**config.mk**
```make
export PLATFORM = sky130hd
export DESIGN_NAME = traffic_phase_scheduler
export DESIGN_NICKNAME = d
export VERILOG_FILES = /design/src/rtl/traffic_phase_scheduler.sv
export SDC_FILE = /design/constraint.sdc
export NUM_CORES = 1
export LEC_CHECK = 0
export ABC_AREA = 1
export CAP_MARGIN = 20
export CORE_AREA = 4 4 80 82
export CTS_CLUSTER_SIZE = 40
export DETAILED_ROUTE_END_ITERATION = 10
export DIE_AREA = 0 0 84 86
export PLACE_DENSITY = 0.54
export SYNTH_ARGS = -nofsm -noshare
export SYNTH_HDL_FRONTEND = slang
export SYNTH_SLANG_ARGS = --single-unit
export TNS_END_PERCENT = 20
```
**constraint.sdc**
```tcl
create_clock -name clk -period 2.55 [get_ports clk]
set_clock_uncertainty 0.2 [all_clocks]
set_input_delay 0.51 -clock clk [delete_from_list [all_inputs] [get_ports clk]]
set_output_delay 0.51 -clock clk [all_outputs]
set_load 0.1 [all_outputs]
```
**src/rtl/traffic_phase_scheduler.sv**
```systemverilog
// traffic_phase_scheduler: step/phase timing controller for the two-street light FSM.
// Keeps a shadow phase, an actuated main-green age and a per-phase dwell counter.
`default_nettype none
`timescale 1ns/1ps

module traffic_phase_scheduler #(
  parameter int TICK_DIV = 1000,
  parameter int CNT_W    = 8,
  parameter int MG_MIN   = 20,
  parameter int MG_MAX   = 60,
  parameter int Y_T      = 4,
  parameter int AR_T     = 2,
  parameter int SG_T     = 10,
  parameter int PED_T    = 8
) (
  input  logic             clk,
  input  logic             reset_n,
  input  logic             sideCar,
  input  logic             pedOn,
  input  logic             hold,
  output logic             step,
  output logic [2:0]       phase,
  output logic [CNT_W-1:0] dwellLeft,
  output logic             cycleDone
);

  localparam int PS_W = $clog2(TICK_DIV);

  localparam logic [2:0] PH_GR  = 3'd0;
  localparam logic [2:0] PH_YR  = 3'd1;
  localparam logic [2:0] PH_RR1 = 3'd2;
  localparam logic [2:0] PH_RG  = 3'd3;
  localparam logic [2:0] PH_RY  = 3'd4;
  localparam logic [2:0] PH_RR2 = 3'd5;
  localparam logic [2:0] PH_PED = 3'd6;

  localparam logic [PS_W-1:0]  PS_LAST  = PS_W'(TICK_DIV - 1);
  localparam logic [CNT_W-1:0] MG_MIN_C = CNT_W'(MG_MIN);
  localparam logic [CNT_W-1:0] MG_MAX_C = CNT_W'(MG_MAX);
  localparam logic [CNT_W-1:0] Y_C      = CNT_W'(Y_T);
  localparam logic [CNT_W-1:0] AR_C     = CNT_W'(AR_T);
  localparam logic [CNT_W-1:0] SG_C     = CNT_W'(SG_T);
  localparam logic [CNT_W-1:0] PED_C    = CNT_W'(PED_T);
  localparam logic [CNT_W-1:0] ONE_C    = CNT_W'(1);

  // Parameter sanity: elaboration stops on any out-of-range setting.
  if (TICK_DIV < 2) begin : g_chk_tick
    $fatal(1, "traffic_phase_scheduler: TICK_DIV must be >= 2");
  end
  if (CNT_W < 1 || CNT_W > 31) begin : g_chk_width
    $fatal(1, "traffic_phase_scheduler: CNT_W out of range");
  end
  if (MG_MIN < 1 || MG_MAX <= MG_MIN || MG_MAX >= (1 << CNT_W)) begin : g_chk_green
    $fatal(1, "traffic_phase_scheduler: need 1 <= MG_MIN < MG_MAX < 2**CNT_W");
  end
  if (Y_T < 1 || AR_T < 1 || SG_T < 1 || PED_T < 1) begin : g_chk_dur_lo
    $fatal(1, "traffic_phase_scheduler: phase durations must be >= 1");
  end
  if (Y_T >= (1 << CNT_W) || AR_T >= (1 << CNT_W) ||
      SG_T >= (1 << CNT_W) || PED_T >= (1 << CNT_W)) begin : g_chk_dur_hi
    $fatal(1, "traffic_phase_scheduler: phase duration does not fit CNT_W");
  end

  function automatic logic [CNT_W-1:0] dur_of(input logic [2:0] ph);
    logic [CNT_W-1:0] d;
    d = '0;
    case (ph)
      PH_YR, PH_RY:   d = Y_C;
      PH_RR1, PH_RR2: d = AR_C;
      PH_RG:          d = SG_C;
      PH_PED:         d = PED_C;
      default:        d = '0;
    endcase
    return d;
  endfunction

  logic [2:0]       phase_q, phase_d;
  logic             step_q, step_d;
  logic             cycle_done_q, cycle_done_d;
  logic [PS_W-1:0]  prescaler_q, prescaler_d;
  logic [CNT_W-1:0] green_age_q, green_age_d;
  logic [CNT_W-1:0] dwell_q, dwell_d;

  logic             tick;
  logic             phase_legal;
  logic             end_cond;
  logic [2:0]       next_phase;
  logic [CNT_W-1:0] green_age_inc;

  // State register
  always_ff @(posedge clk or negedge reset_n) begin
    if (!reset_n) begin
      phase_q      <= PH_GR;
      step_q       <= 1'b0;
      cycle_done_q <= 1'b0;
      prescaler_q  <= '0;
      green_age_q  <= '0;
      dwell_q      <= '0;
    end else begin
      phase_q      <= phase_d;
      step_q       <= step_d;
      cycle_done_q <= cycle_done_d;
      prescaler_q  <= prescaler_d;
      green_age_q  <= green_age_d;
      dwell_q      <= dwell_d;
    end
  end

  // Next-state logic
  always_comb begin
    tick          = (prescaler_q == PS_LAST);
    phase_legal   = (phase_q <= PH_PED);
    green_age_inc = (green_age_q >= MG_MAX_C) ? MG_MAX_C : green_age_q + ONE_C;

    end_cond = 1'b0;
    if (!phase_legal) begin
      end_cond = 1'b1;
    end else if (!hold && tick) begin
      if (phase_q == PH_GR) begin
        // Post-increment age decides, so the cap and the minimum land on their own tick.
        end_cond = ((green_age_inc >= MG_MIN_C) && (sideCar || pedOn)) ||
                   (green_age_inc == MG_MAX_C);
      end else begin
        end_cond = (dwell_q <= ONE_C);
      end
    end

    case (phase_q)
      PH_GR:   next_phase = PH_YR;
      PH_YR:   next_phase = PH_RR1;
      PH_RR1:  next_phase = PH_RG;
      PH_RG:   next_phase = PH_RY;
      PH_RY:   next_phase = PH_RR2;
      PH_RR2:  next_phase = pedOn ? PH_PED : PH_GR;
      default: next_phase = PH_GR;
    endcase

    phase_d      = phase_q;
    step_d       = 1'b0;
    cycle_done_d = 1'b0;
    prescaler_d  = prescaler_q;
    green_age_d  = green_age_q;
    dwell_d      = dwell_q;

    if (!hold) begin
      prescaler_d = tick ? '0 : prescaler_q + 1'b1;
      if (tick) begin
        if (phase_q == PH_GR) green_age_d = green_age_inc;
        else if (dwell_q != '0) dwell_d = dwell_q - ONE_C;
      end
    end

    if (end_cond) begin
      phase_d      = next_phase;
      step_d       = 1'b1;
      cycle_done_d = (next_phase == PH_GR);
      dwell_d      = dur_of(next_phase);
      green_age_d  = '0;
      prescaler_d  = '0;
    end
  end

  // Outputs
  always_comb begin
    phase     = phase_q;
    step      = step_q;
    cycleDone = cycle_done_q;
    dwellLeft = (phase_q == PH_GR) ? (MG_MAX_C - green_age_q) : dwell_q;
  end

endmodule

`default_nettype wire

```
==> metrics.txt <==
R2R depth=13; cell count after synthesis=300; worst path cell trace=nand2_2 > nor2_4 > o21ai_0 > nand2_1 > xor2_2 > o21ai_4 > buf_12; Crit path required time=1840 ps; Reg clk slew, reported paths=70 ps; Mapped Area=2230 sq um; Worst R2R Start=green_age_q[0]$_DFFE_PN0P_; fin nets=340; row count=28; number of synthesized flops with an enable pin=0; largest net degree at the start of global routing=13; Comb pwr share=0.096; r2r setup slk=260 ps; Pwr Density=424.5 nW/um^2; worst skew pair latency=290 ps; grt total ovfl=0; yosys warns=0; Initial DRC Count=86; Synth area leaders=dfrtp_1 35%, nand2_1 14%, nor2_1 5.6%, xor2_1 5.5%, inv_1 5.1%; boundary pin count=18; hold path start=prescaler_q[9]$_DFFE_PN0P_; Hold Path Depth=2; crit path DAT=1750 ps; max_slew headroom=0.6161; Core Footprint=5746 sq um; Switch Pwr=0.3059 mW; fin util=0.4919; clock sink count=31; switching portion of total power=0.2549; routability congestion estimate=0.8634; Critical Path Stages=7; global-route wire length before repair=9121 um; Max Root-Sink Buffers=2; H-Tree Depth=2; max-slew violation count=0; fmax=406.0 MHz; final hold violations=0; Hold Crit Class=register to register; Port Buffers=17; CTS Buf Count=5; clock network fraction of total power=0.430; crit start category=register; critical path class=register to output pin; unrepaired setup endpoints after global routing=true; HPWL after detailed placement=4047 um; status=finished, final reports clean; Synth Net Count=310; Design Area, Final=2826 sq um; Seq pwr share=0.474; leakage=1.444 nW; cts-stage hold buffer count=0; Die ar.=7224 sq um; crit-path max FO=7; internal power=0.8940 mW; via count=1,942; share of flip-flops with an asynchronous set or reset=1.000; Setup crit end=dwellLeft[7]; post-synth cell types=31; Tcrit/Tclk final=0.9659; Final ANT Viol Nets=0; DRC violations left=0; min Tclk post-route=2463 ps; area grow syn2layout=26.77%; sequential fraction of the synthesis area=0.3479; CTS tree=built; Initial Util=0.3881; vias in the first global route=1,868; slowest stage delay, CP=470 ps; WP buf/inv=1; crit path max-delay cell type=dfrtp_2; fraction of layout cells with a size suffix above 1=0.2900; Seq cells post-synth=31; Total GRT Usage=0.1584; dominant synthesized flop cell=dfrtp_1; drt via density=4.783; initial antenna violation count=0; maximum capacitance violations=0; Vert. Die Dim=86 um; CP Launch Point=green_age_q[3]$_DFFE_PN0P_; Chip Width=84 um; Slew @ Worst Pin=574.0 ps; ANT cells=0; Worst R2R End=dwell_q[1]$_DFFE_PN0P_; VDD IR max=314.9 uV; Synth Area per Inst=7.432 sq um; critical path's top delay family=flip-flops; drt pass-1 iters=4; Synth area leader=dfrtp_1; Root Driver=clkbuf_8; Critical Path End Type=output pin; WL/cell=12.87 um; DP Area=2664 sq um; # setup viols final=0; final wirelength=5227 um; Yosys top cell area share=0.3479
[worst min-delay path: cells and delay by family (launching register included)]
kind / cells / cell delay (ps)
and+or+nand+nor: 2 / 110
DFF: 1 / 370
[kinds of logic (layout without fill, tap and decap cells)]
group | after synthesis | in the layout | synth area share
flops | 31 | 31 | 0.3479
compound gates | 31 | 31 | 0.09371
fa+ha+maj | 5 | 5 | 0.02806
xor+xnor | 17 | 17 | 0.06678
buf+inv | 44 | 75 | 0.09091
simple gates | 172 | 172 | 0.3726
[per-stage QoR]
stage	worst slack (ps)	hold slack (ps)	setup TNS [ps]	total power, mW	instances
floorplan	-165.5	14.41	-357.6	0.6503	300
global placement	180.9	296.2	0	0.6902	395
detailed placement	138.8	292.2	0	0.6928	395
CTS	42.03	313.2	0	1.214	403
global route	-48.79	331.1	-48.79	1.267	406
finish	86.97	315.3	0	1.200	406
[how the worst min path moves through the flow]
stage,end,slack [ps]
finish,prescaler_q[9]$_DFFE_PN0P_,320
global route,prescaler_q[9]$_DFFE_PN0P_,330
detailed placement,prescaler_q[9]$_DFFE_PN0P_,290
CTS,prescaler_q[9]$_DFFE_PN0P_,310
floorplan,cycleDone$_DFF_PN0_,10
global placement,prescaler_q[9]$_DFFE_PN0P_,300
[sequential cells by signal (all words and copies together), names as in the netlist]
register     count
prescaler_q     10
phase            3
step             1
dwell_q          8
cycleDone        1
green_age_q      8
[power groups by stage]
stage | Clock (mW) | Combinational [mW] | Sequential (mW)
6_report | 0.516 | 0.115 | 0.569
5_1_grt | 0.559 | 0.135 | 0.573
4_1_cts | 0.530 | 0.117 | 0.568
3_5_place_dp | 0 | 0.117 | 0.576
3_3_place_gp | 0 | 0.114 | 0.577
2_1_floorplan | 0 | 0.0820 | 0.568
[synth_stat cells (2+ instances only)]
cell and n:
xnor2_1 3, nand2_1 81, dfrtp_1 31, a31oi_1 4
o211ai_1 2, buf_6 4, buf_4 2, o21ai_1 5
nand4_1 3, o21ai_2 9, xor2_1 14, ha_1 5
nor2_1 33, inv_1 30, o21ai_0 9, nor2_2 2
nand3b_1 2, nor2_4 2, nand2_4 2, nand3_2 5
nand2_2 14, nor3_1 8, inv_2 7, nand3_1 16
[cells in the final DEF, fill, tap and decap left out, types with 2 or more instances in the layout]
| cell | synthesis | routed |
|---|---|---|
| xor2_1 | 14 | 13 |
| inv_1 | 30 | 30 |
| a31oi_1 | 4 | 2 |
| nand2_4 | 2 | 4 |
| nand2_2 | 14 | 12 |
| o21ai_0 | 9 | 3 |
| nor2_1 | 33 | 32 |
| o21ai_4 | 0 | 4 |
| buf_12 | 0 | 9 |
| a31oi_2 | 0 | 2 |
| o21ai_1 | 5 | 5 |
| o211ai_1 | 2 | 2 |
| dfrtp_1 | 31 | 26 |
| clkbuf_8 | 0 | 6 |
| nand3_1 | 16 | 16 |
| clkdlybuf4s50_1 | 0 | 4 |
| inv_2 | 7 | 6 |
| nand4_1 | 3 | 3 |
| dfrtp_4 | 0 | 3 |
| dfrtp_2 | 0 | 2 |
| nand3b_1 | 2 | 2 |
| nor2_2 | 2 | 3 |
| nand3_2 | 5 | 5 |
| nor3_1 | 8 | 8 |
| buf_4 | 2 | 17 |
| xnor2_1 | 3 | 3 |
| nand2_1 | 81 | 81 |
| nor2_4 | 2 | 2 |
| o21ai_2 | 9 | 11 |
| ha_1 | 5 | 5 |
[area by class of cell]
class,count,area (sq um)
timing repair buffer,30,347.8
tap,75,93.84
multi-input combinational,225,1336
inverter,37,141.4
fill,577,2919
clock inverter,2,35.03
clock buffer,6,82.58
sequential,31,789.5
[layer usage]
metal,wire (um),up-vias,global-route usage,share of wire
met2,2390,15,0.2473,0.46
met3,115,9,0.02978,0.022
met1,2622,911,0.2194,0.50
met5,0,-,0,0
met4,99,0,0.05702,0.019
li1,-,1007,-,-
[repair_timing]
action | 4_1_cts | 5_1_grt
resized for setup | 2 | 4
setup endpoints to repair | 1 | 11
cloned | 0 | 0
pin swaps | 0 | 0
buffers inserted | 0 | 3
(Power assumes the default switching activity.)
